**config.mk**
```make
export PLATFORM = sky130hd
export DESIGN_NAME = udma_read_ctrl
export DESIGN_NICKNAME = d
export VERILOG_FILES = /design/src/rtl/udma_read_ctrl.sv
export SDC_FILE = /design/constraint.sdc
export NUM_CORES = 1
export LEC_CHECK = 0
export CAP_MARGIN = 30
export CORE_MARGIN = 2
export CORE_UTILIZATION = 40
export DETAILED_ROUTE_END_ITERATION = 8
export DONT_BUFFER_PORTS = 1
export PLACE_DENSITY = 0.59
export SYNTH_ARGS = -nofsm -noshare
export SYNTH_HDL_FRONTEND = slang
export SYNTH_SLANG_ARGS = --single-unit
export TNS_END_PERCENT = 20
```
**constraint.sdc**
```tcl
create_clock -name clk -period 4.3 [get_ports clk]
set_clock_uncertainty 0.2 [all_clocks]
set_input_delay 0.215 -clock clk [delete_from_list [all_inputs] [get_ports clk]]
set_output_delay 0.215 -clock clk [all_outputs]
set_load 0.01 [all_outputs]
```
**src/rtl/udma_read_ctrl.sv**
```systemverilog
// ---------------------------------------------------------------------------
// udma_read_ctrl
//   Host-side Ultra-DMA data-in sequencer for one burst on the IDE port.
//   Drives the DMACK-/STOP/HDMARDY- envelope, enables the downstream
//   IORDY-edge capture stage, and counts its captured-word pulses until the
//   requested length. It pauses the device when the downstream buffer is
//   nearly full. It handles host-initiated termination (count reached or
//   timeout) and device-initiated termination (DMARQ dropped).
//
// Ports
//   clk              system clock
//   pRST             synchronous, active-high reset
//   start            1-cycle pulse, begin a burst (ignored while busy)
//   xfer_words       number of 16-bit words to read, sampled on start
//   DMARQ            device DMA request, asynchronous
//   word_strobe      1-cycle pulse per word captured downstream
//   buf_almost_full  downstream buffer nearly full, pause the device
//   DMACK_n          DMA acknowledge, active low
//   STOP             host stop (DIOW- pin), 1 = asserted
//   HDMARDY_n        host ready (DIOR- pin), active low
//   IDE_r_en         enables word capture in the downstream stage
//   busy             burst in progress
//   done             1-cycle pulse at burst end
//   short_xfer       with done: device ended before xfer_words
//   err_timeout      with done: burst aborted by the progress timer
//   words_done       words counted this burst, held until the next start
// ---------------------------------------------------------------------------
module udma_read_ctrl #(
    parameter int CNT_W   = 16,
    parameter int T_ENV   = 4,
    parameter int T_LI    = 8,
    parameter int TIMEOUT = 1000000
) (
    input  logic             clk,
    input  logic             pRST,
    input  logic             start,
    input  logic [CNT_W-1:0] xfer_words,
    input  logic             DMARQ,
    input  logic             word_strobe,
    input  logic             buf_almost_full,
    output logic             DMACK_n,
    output logic             STOP,
    output logic             HDMARDY_n,
    output logic             IDE_r_en,
    output logic             busy,
    output logic             done,
    output logic             short_xfer,
    output logic             err_timeout,
    output logic [CNT_W-1:0] words_done
);

    localparam int TMR_W    = $clog2(TIMEOUT + 1);
    localparam int HOLD_MAX = (T_ENV > T_LI) ? T_ENV : T_LI;
    localparam int HOLD_W   = $clog2(HOLD_MAX + 1);

    localparam logic [3:0] S_IDLE    = 4'd0;
    localparam logic [3:0] S_WAIT_RQ = 4'd1;
    localparam logic [3:0] S_ACK     = 4'd2;
    localparam logic [3:0] S_XFER    = 4'd3;
    localparam logic [3:0] S_PAUSE   = 4'd4;
    localparam logic [3:0] S_HTERM   = 4'd5;
    localparam logic [3:0] S_DTERM   = 4'd6;
    localparam logic [3:0] S_REL     = 4'd7;
    localparam logic [3:0] S_END     = 4'd8;

    logic [3:0]       state_q, state_d;
    logic             dmarq_meta_q, dmarq_s_q;
    logic [TMR_W-1:0] timer_q, timer_d;
    logic [HOLD_W-1:0] hold_q, hold_d;
    logic [CNT_W-1:0] xfer_q, xfer_d;
    logic [CNT_W-1:0] words_q, words_d;
    logic             dmack_n_q, dmack_n_d;
    logic             stop_q, stop_d;
    logic             hdmardy_n_q, hdmardy_n_d;
    logic             r_en_q, r_en_d;
    logic             busy_q, busy_d;
    logic             done_q, done_d;
    logic             short_q, short_d;
    logic             err_q, err_d;

    logic [CNT_W-1:0] words_inc;
    logic [TMR_W-1:0] timer_step;
    logic             tmr_hit;

    // Word count including this cycle's strobe, saturating at all-ones.
    assign words_inc  = (word_strobe && (words_q != '1)) ? words_q + CNT_W'(1) : words_q;
    // Progress timer: a strobe restarts it, otherwise it advances by one.
    assign timer_step = word_strobe ? '0 : timer_q + TMR_W'(1);
    // This cycle completes TIMEOUT cycles without progress.
    assign tmr_hit    = (timer_q == TMR_W'(TIMEOUT - 1));

    always_comb begin
        // NOTE: every next-state value defaults to its register first, so no
        // path through the case below can leave one unassigned (no latches).
        state_d     = state_q;
        timer_d     = timer_q;
        hold_d      = hold_q;
        xfer_d      = xfer_q;
        words_d     = words_q;
        dmack_n_d   = dmack_n_q;
        stop_d      = stop_q;
        hdmardy_n_d = hdmardy_n_q;
        r_en_d      = r_en_q;
        busy_d      = busy_q;
        done_d      = 1'b0;
        short_d     = short_q;
        err_d       = err_q;

        case (state_q)
            S_IDLE: begin
                if (start) begin
                    xfer_d  = xfer_words;
                    words_d = '0;
                    short_d = 1'b0;
                    err_d   = 1'b0;
                    if (xfer_words == '0) begin
                        done_d = 1'b1;  // empty burst: report at once, pins untouched
                    end else begin
                        state_d = S_WAIT_RQ;
                        busy_d  = 1'b1;
                        timer_d = '0;
                    end
                end
            end

            S_WAIT_RQ: begin
                if (dmarq_s_q) begin
                    state_d   = S_ACK;
                    dmack_n_d = 1'b0;
                    hold_d    = '0;
                end else if (tmr_hit) begin
                    state_d = S_END;
                    err_d   = 1'b1;
                end else begin
                    timer_d = timer_q + TMR_W'(1);
                end
            end

            S_ACK: begin
                if (hold_q == HOLD_W'(T_ENV - 1)) begin
                    state_d     = S_XFER;
                    stop_d      = 1'b0;
                    hdmardy_n_d = 1'b0;
                    r_en_d      = 1'b1;
                    timer_d     = '0;
                end else begin
                    hold_d = hold_q + HOLD_W'(1);
                end
            end

            S_XFER, S_PAUSE: begin
                words_d = words_inc;
                timer_d = timer_step;
                // Priority: count reached > device drop > timeout > pause control.
                if (words_inc == xfer_q) begin
                    state_d     = S_HTERM;
                    stop_d      = 1'b1;
                    hdmardy_n_d = 1'b1;
                    timer_d     = '0;
                end else if (!dmarq_s_q) begin
                    state_d     = S_DTERM;
                    stop_d      = 1'b1;
                    hdmardy_n_d = 1'b1;
                end else if (!word_strobe && tmr_hit) begin
                    state_d     = S_HTERM;
                    stop_d      = 1'b1;
                    hdmardy_n_d = 1'b1;
                    err_d       = 1'b1;
                    timer_d     = '0;
                end else if ((state_q == S_XFER) && buf_almost_full) begin
                    state_d     = S_PAUSE;
                    hdmardy_n_d = 1'b1;
                end else if ((state_q == S_PAUSE) && !buf_almost_full) begin
                    state_d     = S_XFER;
                    hdmardy_n_d = 1'b0;
                end
            end

            S_HTERM: begin
                // The device may still deliver words in flight; keep counting.
                words_d = words_inc;
                timer_d = timer_step;
                if (!dmarq_s_q) begin
                    state_d = S_REL;
                    hold_d  = '0;
                end else if (!word_strobe && tmr_hit) begin
                    state_d = S_REL;
                    err_d   = 1'b1;
                    hold_d  = '0;
                end
            end

            S_DTERM: begin
                words_d = words_inc;
                short_d = (words_inc < xfer_q);
                state_d = S_REL;
                hold_d  = '0;
            end

            S_REL: begin
                if (hold_q == HOLD_W'(T_LI - 1)) begin
                    state_d   = S_END;
                    dmack_n_d = 1'b1;
                    r_en_d    = 1'b0;
                end else begin
                    hold_d = hold_q + HOLD_W'(1);
                end
            end

            S_END: begin
                state_d = S_IDLE;
                done_d  = 1'b1;
                busy_d  = 1'b0;
            end

            default: state_d = S_IDLE;
        endcase
    end

    // NOTE: non-blocking assignments make every register sample pre-edge
    // values, so the two-flop DMARQ synchroniser really is two flops deep.
    always_ff @(posedge clk) begin
        if (pRST) begin
            state_q      <= S_IDLE;
            dmarq_meta_q <= 1'b0;
            dmarq_s_q    <= 1'b0;
            timer_q      <= '0;
            hold_q       <= '0;
            xfer_q       <= '0;
            words_q      <= '0;
            dmack_n_q    <= 1'b1;
            stop_q       <= 1'b1;
            hdmardy_n_q  <= 1'b1;
            r_en_q       <= 1'b0;
            busy_q       <= 1'b0;
            done_q       <= 1'b0;
            short_q      <= 1'b0;
            err_q        <= 1'b0;
        end else begin
            state_q      <= state_d;
            dmarq_meta_q <= DMARQ;
            dmarq_s_q    <= dmarq_meta_q;
            timer_q      <= timer_d;
            hold_q       <= hold_d;
            xfer_q       <= xfer_d;
            words_q      <= words_d;
            dmack_n_q    <= dmack_n_d;
            stop_q       <= stop_d;
            hdmardy_n_q  <= hdmardy_n_d;
            r_en_q       <= r_en_d;
            busy_q       <= busy_d;
            done_q       <= done_d;
            short_q      <= short_d;
            err_q        <= err_d;
        end
    end

    assign DMACK_n     = dmack_n_q;
    assign STOP        = stop_q;
    assign HDMARDY_n   = hdmardy_n_q;
    assign IDE_r_en    = r_en_q;
    assign busy        = busy_q;
    assign done        = done_q;
    assign short_xfer  = short_q;
    assign err_timeout = err_q;
    assign words_done  = words_q;

endmodule
```
==> results of run 1 <==
[power groups by stage]
stage          Combinational (mW)  Sequential (mW)  Clock, mW
2_1_floorplan               0.780            0.766          0
5_1_grt                      1.10            0.822      0.764
6_report                    0.986            0.811      0.720
3_5_place_dp                0.937            0.824          0
3_3_place_gp                0.921            0.822          0
4_1_cts                     0.969            0.810      0.741
[logic make-up after synthesis]
kind of cell / after synthesis
adder cells (fa/ha/maj): 19
buffers and inverters: 51
XOR/XNOR: 20
multiplexers: 5
AND/OR/NAND/NOR: 253
flip-flops: 70
AO/OA/AOI/OAI: 150
[repair_timing]
item,CTS,global route
endpoints found under the hold margin,51,0
endpoints found under the setup margin,0,8
hold buffers,22,0
resized for setup,0,4
buffers inserted,0,0
[cell usage in the layout, fill, tap and decap left out, types with 3 or more instances in the layout]
cell and n:
buf_4 19, dfxtp_1 70, nor3_1 13, ha_1 19
nor2b_1 8, and3_1 10, o21ai_1 4, mux2i_1 4
nand2_1 82, and2_1 6, o21ai_0 22, nor2_1 53
nand2b_1 9, inv_1 23, a21oi_1 53, bufinv_16 4
a31oi_1 16, nand3_1 20, nand4_1 14, dlygate4sd3_1 21
nor4_1 8, or2_2 3, a211o_1 4, xor2_1 8
or4_1 4, a211oi_1 3, a311oi_1 7, a21o_1 9
xnor2_1 12, clkbuf_8 9, or3_1 5
[final timing paths]
path / endpoint / cells past startpoint
worst min-delay path: timer_q[8] / 3
worst max register to register: timer_q[11] / 14
worst min register to register: dmarq_s_q / 1
worst max-delay path: timer_q[11] / 14
[per-stage QoR]
step / setup TNS (ps) / total power [mW] / setup WS, ps / cell area (um^2) / hold slack, ps
3_3_place_gp: 0 / 1.74 / 307 / 4530 / 95.2
3_5_place_dp: 0 / 1.76 / 196 / 4530 / 95.2
4_1_cts: 0 / 2.52 / 146 / 5020 / 46.0
5_1_grt: -4.45 / 2.69 / -4.45 / 5040 / 87.5
6_report: 0 / 2.52 / 266 / 5040 / 65.2
2_1_floorplan: 0 / 1.55 / 486 / 4330 / 143
[state kept, by name, summed over array words and instances, names as in the netlist]
| name | cells |
|---|---|
| dmarq_s_q | 1 |
| xfer_q | 16 |
| IDE_r_en | 1 |
| words_done | 16 |
| busy | 1 |
| timer_q | 20 |
| hold_q | 4 |
| state_q | 4 |
| dmarq_meta_q | 1 |
| err_timeout | 1 |
| DMACK_n | 1 |
| STOP | 1 |
| done | 1 |
| short_xfer | 1 |
| HDMARDY_n | 1 |
[worst reg2reg max path, stage by stage, from the launching register on]
cell and delay [ps]:
dfxtp_1 320, ha_1 240, and4_1 270, nor3b_1 160, or4_1 510, xnor2_1 190, ha_1 320, nand4_1 180
nor4_4 480, nand2b_1 250, o31ai_4 120, and2_1 160, buf_4 200, a41oi_1 240, a31oi_1 50
[layer usage]
layer / up-vias / GRT usage [%] / part of all wire (%)
met1: 1990 / 24.6 / 43
met2: 106 / 36.7 / 50
met3: 24 / 4.94 / 4.4
met4: 0 / 8.33 / 1.9
met5: - / 0 / 0
li1: 2100 / - / -
[cell type report]
| class | instances | area [um^2] | share of cell area, % |
|---|---|---|---|
| flip-flops and latches | 70 | 1400 | 27.8 |
| inverters | 24 | 90.1 | 1.79 |
| clock inverters | 7 | 145 | 2.88 |
| clock buffers | 9 | 124 | 2.46 |
| multi-input cells | 447 | 2740 | 54.3 |
| repair buffers | 41 | 373 | 7.40 |
| well taps | 136 | 170 | 3.38 |
==> flow_metrics.tcl, run 1 <==
set metrics [dict create \
    status "finished clean" \
    overflow 0 \
    hold_class "in -> reg" \
    avgSynthCellArea_um2 7.62 \
    min_from "pRST" \
    vias_per_cell 5.75 \
    synth_top_area_share_pct 32.4 \
    powerDensity_nw_per_um2 499 \
    post_drt_wl_per_cell_um 16.0 \
    criticalPathCategory "reg -> reg" \
    crit_chain "ha_1 -> and4_1 -> nor3b_1 -> or4_1 -> xnor2_1 -> ha_1 -> nand4_1 -> nor4_4 -> nand2b_1 -> o31ai_4 -> and2_1 -> buf_4 -> a41oi_1 -> a31oi_1" \
    drive_gt1_share_pct 9.87 \
    insertion_delay_ps 360 \
    clk_path_buf_depth 2 \
    synth_compound_area_share_pct 22.6 \
    rrSetupSlack_ps 270 \
    synth_area_leader_cell "dfxtp_1" \
    num_antenna_cells 0 \
    routed_wirelength_um 11800 \
    maxSlewViolCount 0 \
    cts-root-buf "clkbuf_8" \
    ys.flop_type "dfxtp_1" \
    grt_pass1_wl_um 19500 \
    pwr-share-clk_pct 28.6 \
    setup_viol 0 \
    max_freq_mhz 248 \
    htree_levels 3 \
    synth-simple-area-share_pct 29.5 \
    drt_iter0_drc 253 \
    synth_top_cells_by_area "dfxtp_1 32%, nand2_1 7.2%, a21oi_1 6.1%, ha_1 5.5%, nor2_1 4.6%" \
    syn_area_um2 4330 \
    peakVddDrop_mv 0.300 \
    p_sw_share_pct 39.2 \
    seqPwrFrac_pct 32.2 \
    end_kind "flop" \
    clkTransAtPathRegs_ps 80 \
    clock-sinks 70 \
    fin_cells 734 \
    finalCriticalPeriod_ps 4030 \
    antenna_found_initial 0 \
    cp_max_fo 20 \
    cts_tree "built" \
    drc 0 \
    die_h_um 108 \
    slowest_delay_ps 510 \
    synth_cells 568 \
    slowest_stage "or4_1" \
    dp.cells 696 \
    boundaryPins 46 \
    synthMuxAreaShare_pct 1.18 \
    synth.most_common_cell "nand2_1" \
    synth.cells.most_frequent "83 x nand2_1, 70 x dfxtp_1, 53 x a21oi_1, 53 x nor2_1, 23 x inv_1" \
    critical_path_arrival_ps 4050 \
    first_pass_iters 4 \
    ys_async_sr_fraction_pct 0 \
    synth_cell_types 70 \
    finalCritPeriodShare_pct 93.8 \
    power.internal_mw 1.53 \
    cts_made_buffers 9 \
    dieArea_um2 11700 \
    grt_max_degree 49 \
    initial_core_util_pct 41.6 \
    grt_pass1_vias 4069 \
    num_rows 37 \
    area_delta_synth_final_pct 16.4 \
    crit_start "words_done[0]" \
    vias 4220 \
    synthAdderAreaFrac_pct 5.49 \
    worst_pin_slew_ps 827 \
    fillers 1036 \
    die_x_um 108 \
    synth_xor_area_share_pct 4.05 \
    p_comb_share_pct 39.2 \
    fin_util_pct 48.4 \
    leakage_nw 1.88 \
    ys_ff_latch 70 \
    worstPathRequired_ps 4320 \
    synth_top_family_by_area "simple AND/OR/NAND/NOR gates" \
    syn-num-nets 609 \
    cp-start-kind "flop" \
    cap_violations 0 \
    yosysWarnings 0 \
    critPathBufInv 1 \
    fin_nets 634 \
    design.core.area_um2 10400 \
    netSwitchingPower_mw 0.987 \
    ant_nets 0 \
    crit_top_cell "ha_1" \
    grt_use_total_pct 21.0 \
    numPortBuffers 0 \
    r2r_start "words_done[0]" \
    cpLargestDelayFamily "simple AND/OR/NAND/NOR gates" \
    ys_seq_area_share_pct 32.4 \
    dp_hpwl_um 8400 \
    gp_congestion 0.875 \
    synth-edff-count 0 \
    hold_violations 0 \
    relSlewSlack_pct 43.4 \
]
Power figures use the tool's default switching activity.
==> inputs of run 2 (changes only) <==
--- a/config.mk
+++ b/config.mk
@@ -10,7 +10,7 @@
 export CORE_UTILIZATION = 40
 export DETAILED_ROUTE_END_ITERATION = 8
 export DONT_BUFFER_PORTS = 1
-export PLACE_DENSITY = 0.59
+export PLACE_DENSITY = 0.6
 export SYNTH_ARGS = -nofsm -noshare
 export SYNTH_HDL_FRONTEND = slang
 export SYNTH_SLANG_ARGS = --single-unit
==> run 2 against run 1 <==
  * Routed wire length decreased by 2.1%
  * Flip-flop and latch count unchanged
  * Largest power group unchanged
  * Non-clock buffer count decreased by 4
  * Highest routed layer unchanged
  * Final cell count decreased by 0.68%
==> flow_metrics.tcl, run 2 (synthesis gave the netlist of run 1 again) <==
set metrics [dict create \
    rrSetupSlack_ps 330 \
    initial_core_util_pct 41.6 \
    vias 4180 \
    peakVddDrop_mv 0.173 \
    hold_class "in -> reg" \
    dp_hpwl_um 8140 \
    finalSetupTns_ps 0 \
    met1Wirelength_um 5400 \
    vias_per_cell 5.73 \
    setup_ws_ps 331 \
    boundaryPins 46 \
    grt_max_degree 49 \
    final_common_cell "nand2_1" \
    postLayoutCellArea_um2 4910 \
    cap_violations 0 \
    status "finished clean" \
    drt_iter0_drc 288 \
    powerDensity_nw_per_um2 464 \
    insertion_delay_ps 350 \
    fin_nets 630 \
    layout_common_cells "82 x nand2_1, 70 x dfxtp_1, 53 x nor2_1, 53 x a21oi_1, 23 x inv_1" \
    area_delta_synth_final_pct 13.5 \
    die_x_um 108 \
    drc 0 \
    critical_path_arrival_ps 4050 \
    criticalPathCategory "reg -> reg" \
    setup_viol 0 \
    maxSlewViolCount 0 \
    num_rows 37 \
    post_drt_wl_per_cell_um 15.8 \
    finalCriticalPeriod_ps 3970 \
    cp_max_fo 20 \
    clkTransAtPathRegs_ps 80 \
    cp-start-kind "flop" \
    grt_pass1_wl_um 18600 \
    numPortBuffers 0 \
    clock-sinks 70 \
    power_mw 2.28 \
    htree_levels 3 \
    ant_nets 0 \
    fin_cells 729 \
    end_kind "flop" \
    fillers 1028 \
    top_register "timer_q" \
    dr_wl_met3_um 663 \
    rsz0062_at_grt "false" \
    largest_reg_flops 20 \
    relSlewSlack_pct 43.3 \
    design.core.area_um2 10400 \
    place_ws_ps 251 \
    routed_wirelength_um 11500 \
    first_pass_iters 7 \
    dieArea_um2 11700 \
    place_area_um2 4500 \
    die_h_um 108 \
    clk_path_buf_depth 2 \
    worst_pin_slew_ps 829 \
    grt_pass1_vias 3881 \
    cts_made_buffers 9 \
    grt_use_total_pct 20.2 \
    cts-root-buf "clkbuf_8" \
    highest-signal-layer "met4" \
    antenna_found_initial 0 \
    wl_met2_um 5230 \
    cts_tree "built" \
    worstPathRequired_ps 4380 \
    gp_congestion 0.898 \
    max_freq_mhz 252 \
    overflow 0 \
    dp.cells 692 \
    leakage_nw 1.82 \
    drive_gt1_share_pct 8.94 \
    finalCritPeriodShare_pct 92.3 \
    hold_violations 0 \
    num_antenna_cells 0 \
]
==> run 2: area by class of cell <==
class                           instances  area [um^2]  share of cell area (%)
Clock buffer                           11          151                    3.08
Clock inverter                          4         22.5                   0.458
Inverter                               24         90.1                    1.83
Multi-Input combinational cell        447         2730                    55.7
Sequential cell                        70         1400                    28.5
Tap cell                              136          170                    3.46
Timing Repair Buffer                   37          343                    6.98
==> run 2: critical path, cell delays in order, from the launching register on <==
cell and delay [ps]:
dfxtp_1 500, and3_1 200, nand4_1 160, or4_1 650, nor2_1 180, xor2_1 180, ha_1 280, nand4_1 170
nor4_4 70, nand2b_1 200, o31ai_4 380, and2_1 190, buf_4 230, o21ai_0 130, a31oi_1 170
==> run 2: metal layers <==
layer  GRT usage, %  up-vias
met2           31.8      133
met1           27.0     1930
met3           3.98       20
met5              0        -
li1               -     2097
met4           8.33        0
==> run 2: what timing repair did <==
action                     CTS  global route
hold buffers                22             0
hold endpoints to repair    51             0
setup endpoints to repair    0             7
resized for setup            0             3
setup buffers                0             0
==> run 2: path summary, 6_finish.rpt <==
check / start / to / depth (start not counted)
setup / recovery: words_done[4] / timer_q[10] / 14
hold / removal: word_strobe / state_q[0] / 4
setup reg to reg: words_done[4] / timer_q[10] / 14
hold reg to reg: dmarq_meta_q / dmarq_s_q / 1
==> run 2: stage by stage <==
step | utilization, % | hold slack [ps]
global placement | 43.2 | 89.1
global route | 47.2 | 85.0
CTS | 47.0 | 49.6
floorplan | - | 143
finish | 47.2 | 62.7
detailed placement | 43.2 | 95.3
==> run 2: report_power, final <==
| group | leakage, nW | internal (mW) | switching, mW |
|---|---|---|---|
| registers | 0.568 | 0.712 | 0.108 |
| clock network | 0.0910 | 0.235 | 0.260 |
| logic | 1.16 | 0.361 | 0.604 |
| total | 1.82 | 1.31 | 0.972 |
==> inputs of run 3 (changes only) <==
--- a/config.mk
+++ b/config.mk
@@ -10,7 +10,8 @@
 export CORE_UTILIZATION = 40
 export DETAILED_ROUTE_END_ITERATION = 8
 export DONT_BUFFER_PORTS = 1
-export PLACE_DENSITY = 0.6
+export PLACE_DENSITY = 0.62
+export SLEW_MARGIN = 0
 export SYNTH_ARGS = -nofsm -noshare
 export SYNTH_HDL_FRONTEND = slang
 export SYNTH_SLANG_ARGS = --single-unit
==> constraint.sdc (replaced) <==
create_clock -name clk -period 3.3 [get_ports clk]
set_clock_uncertainty 0.2 [all_clocks]
set_input_delay 0.165 -clock clk [delete_from_list [all_inputs] [get_ports clk]]
set_output_delay 0.165 -clock clk [all_outputs]
set_load 0.01 [all_outputs]
==> run 3 against run 2 <==
  * The run now ends with setup timing left
  * Critical path type unchanged
  * Critical path depth unchanged
  * Maximum frequency increased by 11%
  * Total power increased by 55%
  * Utilization increased by 9.6 points
  * Count of clock-buffer cells in the layout decreased by 1
  * Via count increased by 11%
  * Critical endpoint is now timer_q[18]
  * Clock power increased by 67%
  * Combinational power increased by 73%
  * Highest routed layer unchanged
  * Final area increased by 20%
==> flow_metrics.tcl, run 3 (synthesis gave the netlist of run 1 again) <==
set metrics [dict create \
    finalCritPeriodShare_pct 109 \
    leakage_nw 2.41 \
    cts-root-buf "clkbuf_8" \
    max_freq_mhz 279 \
    drive_gt1_share_pct 23.1 \
    setup_ws_ps -289 \
    layout_common_cells "82 x nand2_1, 68 x buf_4, 60 x dfxtp_1, 51 x nor2_1" \
    maxSlewViolCount 0 \
    htree_levels 3 \
    slowest_stage "o31ai_4" \
    antenna_found_initial 1 \
    power.internal_mw 2.12 \
    p_comb_share_pct 47.1 \
    place_ws_ps -236 \
    top_register "timer_q" \
    relSlewSlack_pct 52.1 \
    overflow 0 \
    fillers 957 \
    ant_nets 0 \
    crit_chain "ha_4 -> and4_4 -> nand4_1 -> o21a_2 -> nand4_1 -> xnor2_1 -> ha_1 -> nand4_1 -> nor4_4 -> nand2b_4 -> o31ai_4 -> buf_4 -> o21ai_0 -> a311oi_1" \
    pwr-share-clk_pct 23.3 \
    cts_made_buffers 9 \
    crit_top_cell "nand4_1" \
    p_sw_share_pct 40.1 \
    cts_tree "built" \
    grt_max_degree 42 \
    design.core.area_um2 10400 \
    grt_pass1_wl_um 21600 \
    setup_viol 22 \
    drt_iter0_drc 342 \
    gp_congestion 0.912 \
    post_drt_wl_per_cell_um 16.6 \
    dieArea_um2 11700 \
    hold_class "in -> reg" \
    cp_max_fo 5 \
    area_delta_synth_final_pct 36.6 \
    powerDensity_nw_per_um2 599 \
    cp-start-kind "flop" \
    clock-sinks 70 \
    critPathBufInv 1 \
    initial_core_util_pct 41.6 \
    peakVddDrop_mv 0.298 \
    first_pass_iters 5 \
    clk_path_buf_depth 2 \
    finalCriticalPeriod_ps 3590 \
    dp_hpwl_um 8750 \
    cap_violations 0 \
    grt_pass1_vias 4447 \
    clkTransAtPathRegs_ps 90 \
    grt_use_total_pct 23.3 \
    slowest_delay_ps 380 \
    final_common_cell "nand2_1" \
    cpLargestDelayFamily "compound AO/OA/AOI/OAI gates" \
    die_h_um 108 \
    violations "setup timing" \
    insertion_delay_ps 360 \
    critical_path_arrival_ps 3640 \
    dp.cells 730 \
    hold_violations 0 \
    rsz0062_at_grt "true" \
    end_kind "flop" \
    criticalPathCategory "reg -> reg" \
    vias_per_cell 5.70 \
    seqPwrFrac_pct 29.6 \
    worst_pin_slew_ps 709 \
    status "finished with violations" \
    fin_nets 716 \
    routed_wirelength_um 13600 \
    netSwitchingPower_mw 1.42 \
    largest_reg_flops 20 \
    numPortBuffers 0 \
    rrSetupSlack_ps -290 \
    vias 4659 \
    boundaryPins 46 \
    num_rows 37 \
    fin_hold_ws_ps 16.0 \
    fin_cells 817 \
    worstPathRequired_ps 3350 \
    drc 0 \
    die_x_um 108 \
]
run 3: changes by cell type in the layout (fill, tap and decap cells not counted), moves of 7 or more:
| cell | delta |
|---|---|
| a21oi_2 | +7 |
| a21oi_1 | -7 |
| dfxtp_2 | +8 |
| dfxtp_1 | -10 |
| buf_4 | +53 |
| dlygate4sd3_1 | +25 |
run 3: metal layers:
metal	part of all wire [%]	up-vias	routed length, um	GRT usage (%)
met4	2.0	0	269	7.23
met2	46	137	6240	37.0
met1	45	2221	6180	31.1
li1	-	2275	-	-
met3	6.7	26	918	5.79
met5	0	-	0	0
run 3: path summary, 6_finish.rpt:
| check | start | to | cells after the start |
|---|---|---|---|
| max | words_done[1] | timer_q[18] | 14 |
| min | start | err_timeout | 4 |
| max reg2reg | words_done[1] | timer_q[18] | 14 |
| min reg2reg | timer_q[4] | timer_q[4] | 2 |
run 3: area by class of cell:
cell class	instances	area (um^2)	area share (%)
inverter	24	90.1	1.52
tap	136	170	2.88
multi-input combinational	450	2960	50.1
timing repair buffer	120	1040	17.6
antenna	1	2.50	0.0423
sequential	70	1420	24.0
clock inverter	6	93.8	1.59
clock buffer	10	138	2.33
run 3: what timing repair did:
item	4_1_cts	5_1_grt
cloned	1	2
pin swaps	7	30
setup buffers	9	12
hold endpoints to repair	52	0
setup endpoints to repair	22	37
gates resized for setup	15	28
hold buffers	46	0
run 3: power by group through the flow:
stage / combinational, mW / clock [mW] / sequential, mW
2_1_floorplan: 1.05 / 0 / 1.00
3_3_place_gp: 1.33 / 0 / 1.05
3_5_place_dp: 1.35 / 0 / 1.06
4_1_cts: 1.54 / 0.840 / 1.04
6_report: 1.67 / 0.826 / 1.05
5_1_grt: 1.83 / 0.870 / 1.06
run 3: worst register-to-register path, cell delays in order, from the launching register on:
cell and delay (ps):
dfxtp_4 360, ha_4 130, and4_4 210, nand4_1 240
o21a_2 320, nand4_1 130, xnor2_1 170, ha_1 290
nand4_1 160, nor4_4 70, nand2b_4 150, o31ai_4 380
buf_4 180, o21ai_0 100, a311oi_1 380
run 3: through the flow:
stage	TNS (ps)	cell area (um^2)	util [%]	total power, mW
2_1_floorplan	-2980	4430	-	2.05
3_3_place_gp	-2180	4850	46.6	2.38
3_5_place_dp	-3200	4850	46.6	2.41
4_1_cts	-2330	5670	54.5	3.42
5_1_grt	-7220	5920	56.8	3.76
6_report	-3050	5920	56.8	3.54
